$ cat src/rtl/fetch_pkg.sv
// Shared types and constants for the fetch sequencer: state encoding,
// reset vector default, PC step and the decode-side output record.
package fetch_pkg;

  typedef enum logic [1:0] {
    S_REQ  = 2'd0,
    S_RESP = 2'd1,
    S_DROP = 2'd2,
    S_OUT  = 2'd3
  } fetch_state_e;

  localparam logic [31:0] RESET_VECTOR_DEFAULT = 32'h8000_0000;
  localparam logic [31:0] PC_INCR              = 32'd4;

  typedef struct packed {
    logic [31:0] pc;
    logic [31:0] inst;
    logic        exc;
  } fetch_out_t;

endpackage

$ cat src/rtl/fetch_ctrl_if.sv
// Bundle of the IFetch address/data handshakes, the decode-side pair and
// the redirect request; master is the sequencer, slave its surroundings.
interface fetch_ctrl_if;
  logic [31:0] if_pc;
  logic        if_avalid;
  logic        if_aready;
  logic [31:0] if_inst;
  logic        if_dvalid;
  logic        if_dready;
  logic        out_valid;
  logic        out_ready;
  logic [31:0] out_pc;
  logic [31:0] out_inst;
  logic        out_exc;
  logic        redirect_valid;
  logic [31:0] redirect_pc;

  modport master (
    output if_pc, if_avalid, if_dready, out_valid, out_pc, out_inst, out_exc,
    input  if_aready, if_inst, if_dvalid, out_ready, redirect_valid, redirect_pc
  );

  modport slave (
    input  if_pc, if_avalid, if_dready, out_valid, out_pc, out_inst, out_exc,
    output if_aready, if_inst, if_dvalid, out_ready, redirect_valid, redirect_pc
  );
endinterface

$ cat src/rtl/fetch_ctrl.sv
// Fetch sequencer: owns the PC, one outstanding IFetch request, hold register
// towards decode, redirects. FETCH_CTRL_MISALIGN_EN enables misaligned-target faults.
module fetch_ctrl
  import fetch_pkg::*;
#(
  parameter logic [31:0] RESET_VECTOR = RESET_VECTOR_DEFAULT
) (
  input  logic          clock,
  input  logic          reset,
  fetch_ctrl_if.master  bus
);

  fetch_state_e state_q, state_d;
  logic [31:0]  pc_q, pc_d;
  fetch_out_t   out_q, out_d;
  logic         halt_q, halt_d;
  logic         exc_pend_q, exc_pend_d;
  logic         afire, dfire, ofire;
  logic [31:0]  target;
  logic         misaligned;

`ifdef FETCH_CTRL_MISALIGN_EN
  assign target     = bus.redirect_pc;
  assign misaligned = (bus.redirect_pc[1:0] != 2'b00);
  assign bus.out_exc = out_q.exc;
`else
  logic unused_bits;
  assign target      = {bus.redirect_pc[31:2], 2'b00};
  assign misaligned  = 1'b0;
  assign bus.out_exc = 1'b0;
  assign unused_bits = ^{bus.redirect_pc[1:0], out_q.exc};
`endif

  assign afire = bus.if_avalid && bus.if_aready;
  assign dfire = bus.if_dready && bus.if_dvalid;
  assign ofire = bus.out_valid && bus.out_ready;

  always_ff @(posedge clock) begin
    if (reset) state_q <= S_RESP;
    else       state_q <= state_d;
  end

  // Misaligned redirects land in S_OUT (directly, or via S_DROP when an old
  // response still has to be drained, tracked by exc_pend_q).
  always_comb begin
    state_d = state_q;
    case (state_q)
      S_REQ: begin
        if (bus.redirect_valid)
          state_d = afire ? S_DROP : (misaligned ? S_OUT : S_REQ);
        else if (afire)
          state_d = S_RESP;
      end
      S_RESP: begin
        if (bus.redirect_valid)
          state_d = !dfire ? S_DROP : (misaligned ? S_OUT : S_REQ);
        else if (dfire)
          state_d = S_OUT;
      end
      S_DROP: begin
        if (dfire)
          state_d = (bus.redirect_valid ? misaligned : exc_pend_q) ? S_OUT : S_REQ;
      end
      S_OUT: begin
        if (bus.redirect_valid)
          state_d = misaligned ? S_OUT : S_REQ;
        else if (ofire)
          state_d = S_REQ;
      end
      default: state_d = S_REQ;
    endcase
  end

  always_comb begin
    bus.if_pc     = pc_q;
    bus.if_avalid = (state_q == S_REQ) && !halt_q;
    bus.if_dready = (state_q == S_RESP) || (state_q == S_DROP);
    bus.out_valid = (state_q == S_OUT);
    bus.out_pc    = out_q.pc;
    bus.out_inst  = out_q.inst;
  end

  always_comb begin
    pc_d       = pc_q;
    out_d      = out_q;
    halt_d     = halt_q;
    exc_pend_d = exc_pend_q;
    if (bus.redirect_valid) begin
      pc_d       = target;
      halt_d     = misaligned;
      exc_pend_d = misaligned && (state_d == S_DROP);
      if (misaligned)
        out_d = '{pc: target, inst: '0, exc: 1'b1};
    end else begin
      if ((state_q == S_RESP) && dfire) begin
        pc_d  = pc_q + PC_INCR;
        out_d = '{pc: pc_q, inst: bus.if_inst, exc: 1'b0};
      end
      if ((state_q == S_DROP) && dfire)
        exc_pend_d = 1'b0;
    end
  end

  always_ff @(posedge clock) begin
    if (reset) begin
      pc_q       <= RESET_VECTOR;
      out_q      <= '0;
      halt_q     <= 1'b0;
      exc_pend_q <= 1'b0;
    end else begin
      pc_q       <= pc_d;
      out_q      <= out_d;
      halt_q     <= halt_d;
      exc_pend_q <= exc_pend_d;
    end
  end

endmodule

$ cat src/flat_wrapper.sv
// flat-port wrapper written by rule: the top's interface ports become plain ports
module fetch_ctrl_flat import fetch_pkg::*;
#(
  parameter logic [31:0] RESET_VECTOR = RESET_VECTOR_DEFAULT
)
  (clock, reset, bus_if_pc, bus_if_avalid, bus_if_dready, bus_out_valid, bus_out_pc, bus_out_inst, bus_out_exc, bus_if_aready, bus_if_inst, bus_if_dvalid, bus_out_ready, bus_redirect_valid, bus_redirect_pc);
  fetch_ctrl_if bus_i ();
  input  logic clock;
  input  logic reset;
  output wire logic [$bits(bus_i.if_pc)-1:0] bus_if_pc;
  output wire logic [$bits(bus_i.if_avalid)-1:0] bus_if_avalid;
  output wire logic [$bits(bus_i.if_dready)-1:0] bus_if_dready;
  output wire logic [$bits(bus_i.out_valid)-1:0] bus_out_valid;
  output wire logic [$bits(bus_i.out_pc)-1:0] bus_out_pc;
  output wire logic [$bits(bus_i.out_inst)-1:0] bus_out_inst;
  output wire logic [$bits(bus_i.out_exc)-1:0] bus_out_exc;
  input wire logic [$bits(bus_i.if_aready)-1:0] bus_if_aready;
  input wire logic [$bits(bus_i.if_inst)-1:0] bus_if_inst;
  input wire logic [$bits(bus_i.if_dvalid)-1:0] bus_if_dvalid;
  input wire logic [$bits(bus_i.out_ready)-1:0] bus_out_ready;
  input wire logic [$bits(bus_i.redirect_valid)-1:0] bus_redirect_valid;
  input wire logic [$bits(bus_i.redirect_pc)-1:0] bus_redirect_pc;
  assign bus_if_pc = bus_i.if_pc;
  assign bus_if_avalid = bus_i.if_avalid;
  assign bus_if_dready = bus_i.if_dready;
  assign bus_out_valid = bus_i.out_valid;
  assign bus_out_pc = bus_i.out_pc;
  assign bus_out_inst = bus_i.out_inst;
  assign bus_out_exc = bus_i.out_exc;
  assign bus_i.if_aready = bus_if_aready;
  assign bus_i.if_inst = bus_if_inst;
  assign bus_i.if_dvalid = bus_if_dvalid;
  assign bus_i.out_ready = bus_out_ready;
  assign bus_i.redirect_valid = bus_redirect_valid;
  assign bus_i.redirect_pc = bus_redirect_pc;
  fetch_ctrl #(.RESET_VECTOR(RESET_VECTOR)) u_core (.clock(clock), .reset(reset), .bus(bus_i));
endmodule
$ cat config.mk
export PLATFORM = sky130hd
export DESIGN_NAME = fetch_ctrl_flat
export DESIGN_NICKNAME = d
export VERILOG_FILES = /design/src/rtl/fetch_pkg.sv /design/src/rtl/fetch_ctrl_if.sv /design/src/rtl/fetch_ctrl.sv /design/src/flat_wrapper.sv
export SDC_FILE = /design/constraint.sdc
export NUM_CORES = 1
export LEC_CHECK = 0
export BUFFER_PORTS_ARGS = -buffer_cell sky130_fd_sc_hd__buf_4
export CAP_MARGIN = 20
export CORE_ASPECT_RATIO = 1.5
export CORE_UTILIZATION = 52
export DETAILED_ROUTE_END_ITERATION = 8
export PLACE_DENSITY = 0.94
export SETUP_SLACK_MARGIN = 0.05
export SLEW_MARGIN = 10
export SYNTH_ARGS = -nofsm -noshare
export SYNTH_HDL_FRONTEND = slang
export SYNTH_SLANG_ARGS = --single-unit
export TNS_END_PERCENT = 5
$ cat constraint.sdc
create_clock -name clock -period 6.9 [get_ports clock]
set_input_delay 2.07 -clock clock [delete_from_list [all_inputs] [get_ports clock]]
set_output_delay 2.07 -clock clock [all_outputs]
set_load 0.05 [all_outputs]
# Word-level counts from Yosys, hierarchy flattened

Index checks and enable logic that the tools add are counted.

Eq/ne operators: 7
$lt $le $gt $ge: 0
Shift operators: 0
Mux-type cells: 12
Bitwise operators: 1
$mul: 0
Reduce and logical (&&, ||, !) cells: 10
Div/mod/pow operators: 0
Add/sub/neg operators: 1

Operators by type and width:

| kind                                                | count |
|---|---|
| two-way mux 32 bit                                  | 2 |
| adder 32 x 3 -> 32 bit, second input constant       | 1 |
| two-way mux 2 bit                                   | 9 |
| case mux 2 bit (4 select lines)                     | 1 |
| != test 3 x 2 -> 1 bit, second input constant       | 2 |
| equality test 2 bit, second input constant          | 2 |
| logical AND 1 bit                                   | 4 |
| AND reduction 4 bit                                 | 1 |
| != test 3 bit, second input constant                | 1 |
| equality test 2 x 1 -> 1 bit, second input constant | 1 |
| zero test 2 bit                                     | 1 |
| != test 2 x 1 -> 1 bit, second input constant       | 1 |
| AND reduction 2 bit                                 | 1 |
| nonzero test 2 bit                                  | 1 |
| OR reduction 2 bit                                  | 1 |
| logical OR 1 bit                                    | 1 |
| NOT 1 bit                                           | 1 |

Memories: 0
Flip-flop bits (word level): 98
Latch bits: 0
Input port bits: 70
Word-level logic and storage cells: 36
Bits in read-only memories: 0
Bits in writable memories: 0
Output and inout port bits: 100

# Depth between registers and ports, before layout

Gate-level depths: netlist of run 1.

Depth in word-level cells: 6
Depth in mapped cells: 9
Depth with buffers taken out: 7

# Least setup slack after synthesis of run 1

OpenSTA, ideal clock, no wires.

Path type: input to register
Start point: input bus_if_dvalid
End point: register u_core.pc_q[25] (netlist: u_core.bus.if_pc[25])
Library setup time: 91 ps
Path slack: 3328 ps
Path buffers: 1
Arrival: 3481 ps
Required time: 6809 ps
Stages: 6
Path through: and3_1 > clkbuf_8 > nand2_2 > or4_4 > or3_1 > a311oi_1

Word-level cells in the longest chain between the ends: 3

Ends and longest elaborated chain:

| element                      | RTL line           | text |
|---|---|---|
| start: declaration           | flat_wrapper.sv:19 | `input wire logic [$bits(bus_i.if_dvalid)-1:0] bus_if_dvalid;` |
| logical AND 1 bit            | fetch_ctrl.sv:35   | `assign dfire = bus.if_dready && bus.if_dvalid;` |
| logical AND 1 bit            | fetch_ctrl.sv:95   | `if ((state_q == S_RESP) && dfire) begin` |
| nonzero test 2 bit (no line) | --                 |  |
| end signal: assignment       | fetch_ctrl.sv:111  | `pc_q <= pc_d;` |
| end: declaration             | fetch_ctrl.sv:14   | `logic [31:0] pc_q, pc_d;` |

No other way between the ends.
A chain may end at the register's enable or synchronous reset.

# Worst setup path after layout of run 1

Same ends and word-level chain as after synthesis.

==> results of run 1 <==
==> state kept, by name, summed over array words and instances (netlist names) <==
register	flops
u_core.bus.if_pc	30
u_core.bus.out_inst	32
u_core.bus.out_pc	30
u_core.state_q	2
==> how the worst min path moves through the flow <==
stage	slack (ps)	to
4_1_cts	460	u_core.bus.out_inst[21]
3_3_place_gp	440	u_core.bus.out_inst[1]
2_1_floorplan	510	u_core.state_q[1]
3_5_place_dp	450	u_core.bus.out_inst[21]
6_report	460	u_core.bus.out_inst[21]
5_1_grt	470	u_core.bus.out_inst[1]
==> cell usage after synthesis, drive strengths merged, types with 2 or more instances <==
| master | instances | area (um^2) |
|---|---|---|
| and2 | 6 | 42.5 |
| a21oi | 72 | 360 |
| nor3 | 9 | 45.0 |
| o21ai | 4 | 20.0 |
| ha | 6 | 75.1 |
| nor4 | 8 | 50.1 |
| a2111oi | 2 | 17.5 |
| o21bai | 2 | 15.0 |
| inv | 8 | 30.0 |
| mux2i | 2 | 20.0 |
| dfxtp | 94 | 1880 |
| clkbuf | 31 | 140 |
| nand4 | 10 | 77.6 |
| xor2 | 6 | 52.6 |
| nand3 | 9 | 45.0 |
| nand2 | 146 | 551 |
| nor2 | 31 | 116 |
| buf | 9 | 72.6 |
| a311oi | 2 | 17.5 |
| a211oi | 17 | 128 |
| xnor2 | 19 | 166 |
| and3 | 4 | 26.3 |
| and4 | 6 | 55.1 |
==> power by group <==
part / internal [mW] / switching (mW)
logic: 0.185 / 0.403
registers: 0.598 / 0.0458
clock network: 0.249 / 0.215
==> cell families after synthesis <==
| family | after synthesis | synth area share (%) |
|---|---|---|
| muxes | 2 | 0.490 |
| adders and majority gates | 6 | 1.84 |
| xor gates and xnor gates | 25 | 5.36 |
| other | 1 | 0.0918 |
| AOI/OAI and AO/OA | 103 | 14.5 |
| DFF | 94 | 46.1 |
| buffers and inverters | 49 | 6.22 |
| and+or+nand+nor | 233 | 25.4 |
==> layout by cell type (no fill, tap or decap), drive strengths merged <==
cell      count
or4           1
nand3         9
a311oi        2
o21ai         4
nand4        10
nor2b         1
conb          5
and2          6
clkbuf        9
and3          4
nor2         31
dfxtp        94
nor4          8
mux2i         2
buf         165
clkinvlp      1
a2111oi       2
xor2          6
o21bai        2
o21a          1
xnor2        19
ha            6
and4          6
a211o         1
nor3b         1
a211oi       17
a222oi        1
a2bb2oi       1
nand2       146
nor3          9
inv          12
clkinv        2
a21oi        72
or3           1
==> area by class of cell <==
cell class                      count  area share, %
Sequential cell                    94           33.8
Inverter                            8          0.540
Timing Repair Buffer              165           22.9
Clock buffer                        9           4.05
Multi-Input combinational cell    374           35.4
Clock inverter                      7          0.990
Tap cell                          102           2.30
==> metal layers <==
layer	global-route usage (%)	part of all wire, %
met5	0	0
met4	14.8	3.5
met2	49.9	54
met3	5.20	5.8
met1	32.2	37
==> stage by stage <==
step | cell area [um^2] | worst slack, ps | instances | hold WS [ps] | power, mW
floorplan | 4100 | 3330 | 517 | 514 | 1.07
global placement | 5230 | 2930 | 741 | 443 | 1.20
detailed placement | 5230 | 2840 | 741 | 447 | 1.23
CTS | 5510 | 3130 | 757 | 456 | 1.69
global route | 5560 | 3130 | 759 | 473 | 1.77
finish | 5560 | 3220 | 759 | 456 | 1.70
==> critical path, cell delays in order <==
cell and delay [ps]:
sky130_fd_sc_hd__buf_4 90, sky130_fd_sc_hd__and3_1 380, sky130_fd_sc_hd__nand2_2 230, sky130_fd_sc_hd__or4_4 550, sky130_fd_sc_hd__or3_1 320, sky130_fd_sc_hd__a311oi_1 270
==> flow_summary.rst, run 1 <==
.. list-table::
   :header-rows: 1

   * - Metric
     - Value
   * - Post-synthesis async set-or-reset flop share
     - 0%
   * - Quantity of gates resized following cts
     - 0
   * - Required time of the critical path
     - 7140 ps
   * - Iteration count of the initial detailed-routing pass
     - 7
   * - Largest net degree at the start of global routing
     - 97
   * - Reg-to-Reg End
     - u_core.bus.if_pc[25]
   * - Final Skew
     - 8.39 ps
   * - Cell leakage power
     - 2.29 nW
   * - Post-route DRC violation count
     - 0
   * - Worst min-delay path category
     - reg2reg
   * - Synth Cell Area
     - 4090 um^2
   * - Via count of the first global-routing pass
     - 4012
   * - Number of antenna violations at the first check in global routing
     - 0
   * - Maximum Capacitance Violations
     - 0
   * - Die Area
     - 8220 um^2
   * - Power density over the cells
     - 305 nW/um^2
   * - Ratio of cells with drive above 1 in the final layout
     - 29.2%
   * - Register area share after synthesis
     - 46.1%
   * - Worst setup path category
     - in2reg
   * - Clock sinks
     - 94
   * - Sequential standard cell area
     - 1880 um^2
   * - Count of input and output buffers
     - 162
   * - Count of yosys warnings during synthesis
     - 0
   * - Clock input transition at the sequential cells of the worst setup and hold paths
     - 70 ps
   * - Global-route wire length before repair
     - 18400 um
   * - Area of the multi-input gates
     - 1970 um^2
   * - Total number of nets in the final design
     - 728
   * - CTS tree
     - done
   * - Total GRT Usage
     - 28.8%
   * - Layout fillers
     - 605
   * - Die Width
     - 74.4 um
   * - Fin. Hold Viols
     - 0
   * - Final critical delay including setup and external delays
     - 3680 ps
   * - Detailed placement HPWL
     - 7960 um
   * - Critical path data arrival time
     - 3910 ps
   * - Worst Reg2Reg Path Length in Cells
     - 7
   * - RSZ-0062 raised after global routing
     - no
   * - Slew of the pin with the lowest slew margin
     - 992 ps
   * - Number of rows created at floorplan
     - 39
   * - Total CTS buffers
     - 9
   * - Post-Synthesis Mean Instance Area
     - 7.97 um^2
   * - Detailed Route WL
     - 11500 um
   * - Master cell of the clock root buffer
     - sky130_fd_sc_hd__clkbuf_16
   * - Maximum operating frequency
     - 272 MHz
   * - Slew headroom
     - 33.9%
   * - Antenna viol nets, final
     - 0
   * - Biggest fanout along the worst timing path
     - 9
   * - Gate Count Post-Synth
     - 513
   * - Origin of the critical flop-to-flop path
     - u_core.state_q[1]
   * - Largest vdd supply drop
     - 0.198 mV
   * - Reg2reg setup slack
     - 4200 ps
   * - Hold path start
     - u_core.bus.out_inst[21]
   * - Post-synthesis register bit count
     - 94
   * - Total Neg Setup Slack
     - 0 ps
   * - Unique masters post-synth
     - 43
   * - Routed vias
     - 4072
   * - Outcome
     - finished, final reports clean
   * - Layout overhead on the synthesized area
     - 36.1%
   * - Worst Setup End Kind
     - flop
   * - Kind of launch point of the worst setup path
     - primary input
   * - Clock latency of the later-clocked register in the worst-skew pair
     - 330 ps
   * - Count of antenna diodes in the layout
     - 0
   * - Endpoint of the most critical setup path
     - u_core.bus.if_pc[25]
   * - Flip-flop cell with the highest count after synthesis
     - sky130_fd_sc_hd__dfxtp_1
   * - Placer's final routability congestion estimate
     - 0.835
   * - Post-DR wirelength/cell
     - 15.1 um
   * - Vias per Instance
     - 5.36
   * - Slew Limit Fails
     - 0
   * - Number of buffers on the longest clock path
     - 2
   * - Worst setup path start
     - bus_if_dvalid
   * - Number of setup violations in the final report
     - 0
   * - Share of the cycle needed by the critical path after routing
     - 53.3%
   * - Core box area
     - 7610 um^2
   * - Clock H-tree levels
     - 3
   * - Number of DRC markers in iteration 0
     - 248
   * - Post-CTS Setup Inserts
     - 0
   * - Initial Util
     - 53.7%
   * - Final Core Density
     - 73.0%
   * - Total global routing overflow
     - 0
   * - Worst hold path cell count
     - 2
   * - Chip Height
     - 111 um
   * - Number of top-level pins
     - 170
   * - Hold_buf cts
     - 0
   * - Number of enable flip-flop cells after synthesis
     - 0
Power figures use the tool's default switching activity.
==> inputs of run 2 (changes only) <==
Settings changed: CORE_UTILIZATION 52 to 48, PLACE_DENSITY 0.94 to 0.88.
Clock period 6.9 ns to 3.57 ns, I/O delays scaled along.
==> run 2 against run 1 <==
Net effect:
- cell count is 0.92% higher
- combinational power is 96% higher
- sequential share of layout area down 0.26 points
- global-route usage decreased by 2.3 points
- worst setup slack got worse by 2200 ps
- largest cell class unchanged
- wire length up 3.2%
- die area increased by 8.1%
- sequential power grew 93%
- core utilization fell by 3.9 points
- register-to-register slack got worse by 3200 ps
- non-clock buffer count is 4 higher
==> flow_summary.rst, run 2 (synthesis gave the netlist of run 1 again) <==
.. list-table::
   :header-rows: 1

   * - Metric
     - Value
   * - Slew Limit Fails
     - 0 (unchanged)
   * - Routed vias
     - 4183 (+2.7%)
   * - Cell leakage power
     - 2.32 nW (+1.2%)
   * - Fin. Hold Viols
     - 0 (unchanged)
   * - Layout overhead on the synthesized area
     - 37.1%
   * - Iteration count of the initial detailed-routing pass
     - 5 (-2)
   * - Maximum operating frequency
     - 392 MHz
   * - Post-route DRC violation count
     - 0 (unchanged)
   * - Hold Worst Slack
     - 456 ps (-0.0800 ps)
   * - Clock input transition at the sequential cells of the worst setup and hold paths
     - 70 ps (about the same)
   * - Clock sinks
     - 94 (unchanged)
   * - Reg-to-Reg End
     - u_core.bus.if_pc[25]
   * - Antenna viol nets, final
     - 0 (unchanged)
   * - Final Core Density
     - 69.1% (-3.9 points)
   * - Count of antenna diodes in the layout
     - 0 (unchanged)
   * - Die Width
     - 77.3 um (+4.0%)
   * - Origin of the critical flop-to-flop path
     - u_core.state_q[1]
   * - Number of antenna violations at the first check in global routing
     - 0 (unchanged)
   * - Max reg flops
     - 32 (unchanged)
   * - Cell area after layout
     - 5600 um^2 (+0.79%)
   * - Master cell of the clock root buffer
     - sky130_fd_sc_hd__clkbuf_16
   * - Die Area
     - 8890 um^2 (+8.1%)
   * - Share of the cycle needed by the critical path after routing
     - 71.4%
   * - Slew headroom
     - 49.9% (+16 points)
   * - Placer's final routability congestion estimate
     - 0.777 (-6.9%)
   * - Number of DRC markers in iteration 0
     - 359 (+45%)
   * - Total Neg Setup Slack
     - 0 ps (unchanged)
   * - Maximum cell stage delay along the critical path
     - 530 ps (-20 ps)
   * - Reg2reg setup slack
     - 1020 ps (-3180 ps)
   * - Detailed placement HPWL
     - 8360 um (+5.1%)
   * - Via count of the first global-routing pass
     - 3960 (-1.3%)
   * - Number of setup violations in the final report
     - 0 (unchanged)
   * - Worst Setup End Kind
     - flop
   * - Maximum Capacitance Violations
     - 0 (unchanged)
   * - Outcome
     - finished, final reports clean
   * - Chip Height
     - 115 um (+4.0%)
   * - Worst setup path category
     - reg2reg
   * - Clock H-tree levels
     - 3 (unchanged)
   * - Final Skew
     - 5.59 ps (-2.80 ps)
   * - Total GRT Usage
     - 26.5% (-2.3 points)
   * - Biggest fanout along the worst timing path
     - 9 (unchanged)
   * - Global-route wire length before repair
     - 18500 um (+0.75%)
   * - Critical path data arrival time
     - 2790 ps (-1120 ps)
   * - Number of buffer and inverter stages on the critical path
     - 2 (+1)
   * - RSZ-0062 raised after global routing
     - no
   * - Power density over the cells
     - 602 nW/um^2 (+97%)
   * - Worst slack at placement
     - 698 ps (-2140 ps)
   * - Post-DR wirelength/cell
     - 15.5 um (+2.2%)
   * - Top library cells by usage in the layout, fill and taps aside
     - sky130_fd_sc_hd__buf_4 (168), sky130_fd_sc_hd__nand2_1 (144), sky130_fd_sc_hd__dfxtp_1 (94), sky130_fd_sc_hd__a21oi_1 (72), sky130_fd_sc_hd__nor2_1 (31)
   * - Total number of nets in the final design
     - 732 (+0.55%)
   * - Slew of the pin with the lowest slew margin
     - 751 ps (-241 ps)
   * - Quantity of gates resized following cts
     - 0 (unchanged)
   * - Core box area
     - 8110 um^2 (+6.5%)
   * - Setup slack after layout
     - 1020 ps (-2200 ps)
   * - Slowest cell on the critical path
     - sky130_fd_sc_hd__or4_4
   * - Required time of the critical path
     - 3810 ps (-3330 ps)
   * - Clock latency of the later-clocked register in the worst-skew pair
     - 340 ps (about the same)
   * - Initial Util
     - 50.4% (-3.3 points)
   * - Kind of launch point of the worst setup path
     - flop
   * - Largest net degree at the start of global routing
     - 75 (-23%)
   * - Number of rows created at floorplan
     - 40 (+2.6%)
   * - Hold_buf cts
     - 0 (unchanged)
   * - Total CTS buffers
     - 9 (unchanged)
   * - Count of input and output buffers
     - 162 (unchanged)
   * - Worst Reg2Reg Path Length in Cells
     - 8 (+1)
   * - Largest vdd supply drop
     - 0.327 mV (+65%)
   * - Final critical delay including setup and external delays
     - 2550 ps
   * - Cell-by-cell listing of the critical path
     - inv_1, ha_1, and3_1, buf_4, nand2_2, or4_4, or3_1, a311oi_1
   * - Number of top-level pins
     - 170 (unchanged)
   * - Family with the most delay on the worst path
     - simple AND/OR/NAND/NOR gates
   * - Number of buffers on the longest clock path
     - 2 (unchanged)
   * - Post-CTS Setup Inserts
     - 0 (unchanged)
   * - Detailed Route WL
     - 11800 um (+3.2%)
   * - CTS tree
     - done
   * - Path length in cells of the critical path
     - 8 (+2)
   * - Vias per Instance
     - 5.46 (+1.8%)
   * - Most frequent standard cell in the layout excluding fill and tap cells
     - sky130_fd_sc_hd__buf_4
   * - Endpoint of the most critical setup path
     - u_core.bus.if_pc[25]
   * - Worst min-delay path category
     - reg2reg
   * - Ratio of cells with drive above 1 in the final layout
     - 29.7% (+0.43 points)
   * - Worst setup path start
     - u_core.state_q[1]
   * - Cell area after placement
     - 5290 um^2 (+1.2%)
   * - Total global routing overflow
     - 0 (unchanged)
==> run 2: changes by cell type in the layout (fill, tap and decap cells not counted) <==
cell | before | now
sky130_fd_sc_hd__buf_16 | 1 | 0
sky130_fd_sc_hd__buf_4 | 163 | 168
sky130_fd_sc_hd__bufinv_16 | 0 | 1
sky130_fd_sc_hd__inv_8 | 1 | 0
sky130_fd_sc_hd__clkbuf_8 | 0 | 2
sky130_fd_sc_hd__inv_6 | 3 | 0
sky130_fd_sc_hd__clkinv_4 | 0 | 2
sky130_fd_sc_hd__clkinvlp_4 | 1 | 0
==> run 2: final cells by class <==
| type | count | area (um^2) |
|---|---|---|
| Clock buffer | 11 | 253 |
| Clock inverter | 5 | 57.6 |
| Fill cell | 648 | 2500 |
| Inverter | 8 | 30.0 |
| Multi-Input combinational cell | 374 | 1970 |
| Sequential cell | 94 | 1880 |
| Tap cell | 105 | 131 |
| Timing Repair Buffer | 169 | 1280 |
==> run 2: power breakdown <==
part,internal [mW],switching (mW)
logic,0.361,0.785
clock network,0.581,0.403
registers,1.16,0.0874
==> run 2: per-stage QoR <==
step                total power [mW]  instances
floorplan                       2.06        517
global placement                2.36        750
detailed placement              2.41        750
CTS                             3.38        766
global route                    3.50        766
finish                          3.37        766
==> run 2: worst min-delay path by stage <==
stage,cells past startpoint,to,from
after floorplan,2,u_core.state_q[1],u_core.state_q[1]
after global placement,2,u_core.bus.out_inst[29],u_core.bus.out_inst[29]
after detailed placement,2,u_core.bus.out_pc[22],u_core.bus.out_pc[22]
after CTS,2,u_core.bus.out_pc[22],u_core.bus.out_pc[22]
after global routing,2,u_core.bus.out_inst[14],u_core.bus.out_inst[14]
final,2,u_core.bus.out_inst[4],u_core.bus.out_inst[4]
==> run 2: worst min-delay path, stage by stage, from the launching register on <==
cell and delay, ps:
sky130_fd_sc_hd__dfxtp_1 310, sky130_fd_sc_hd__nand2_1 50, sky130_fd_sc_hd__a21oi_1 50
==> run 2: routing by layer <==
metal | vias up | global-route usage, % | part of all wire [%]
li1 | 2012 | - | -
met1 | 1950 | 28.8 | 37
met2 | 188 | 48.2 | 53
met3 | 33 | 5.63 | 5.5
met4 | 0 | 13.3 | 3.6
met5 | - | 0 | 0
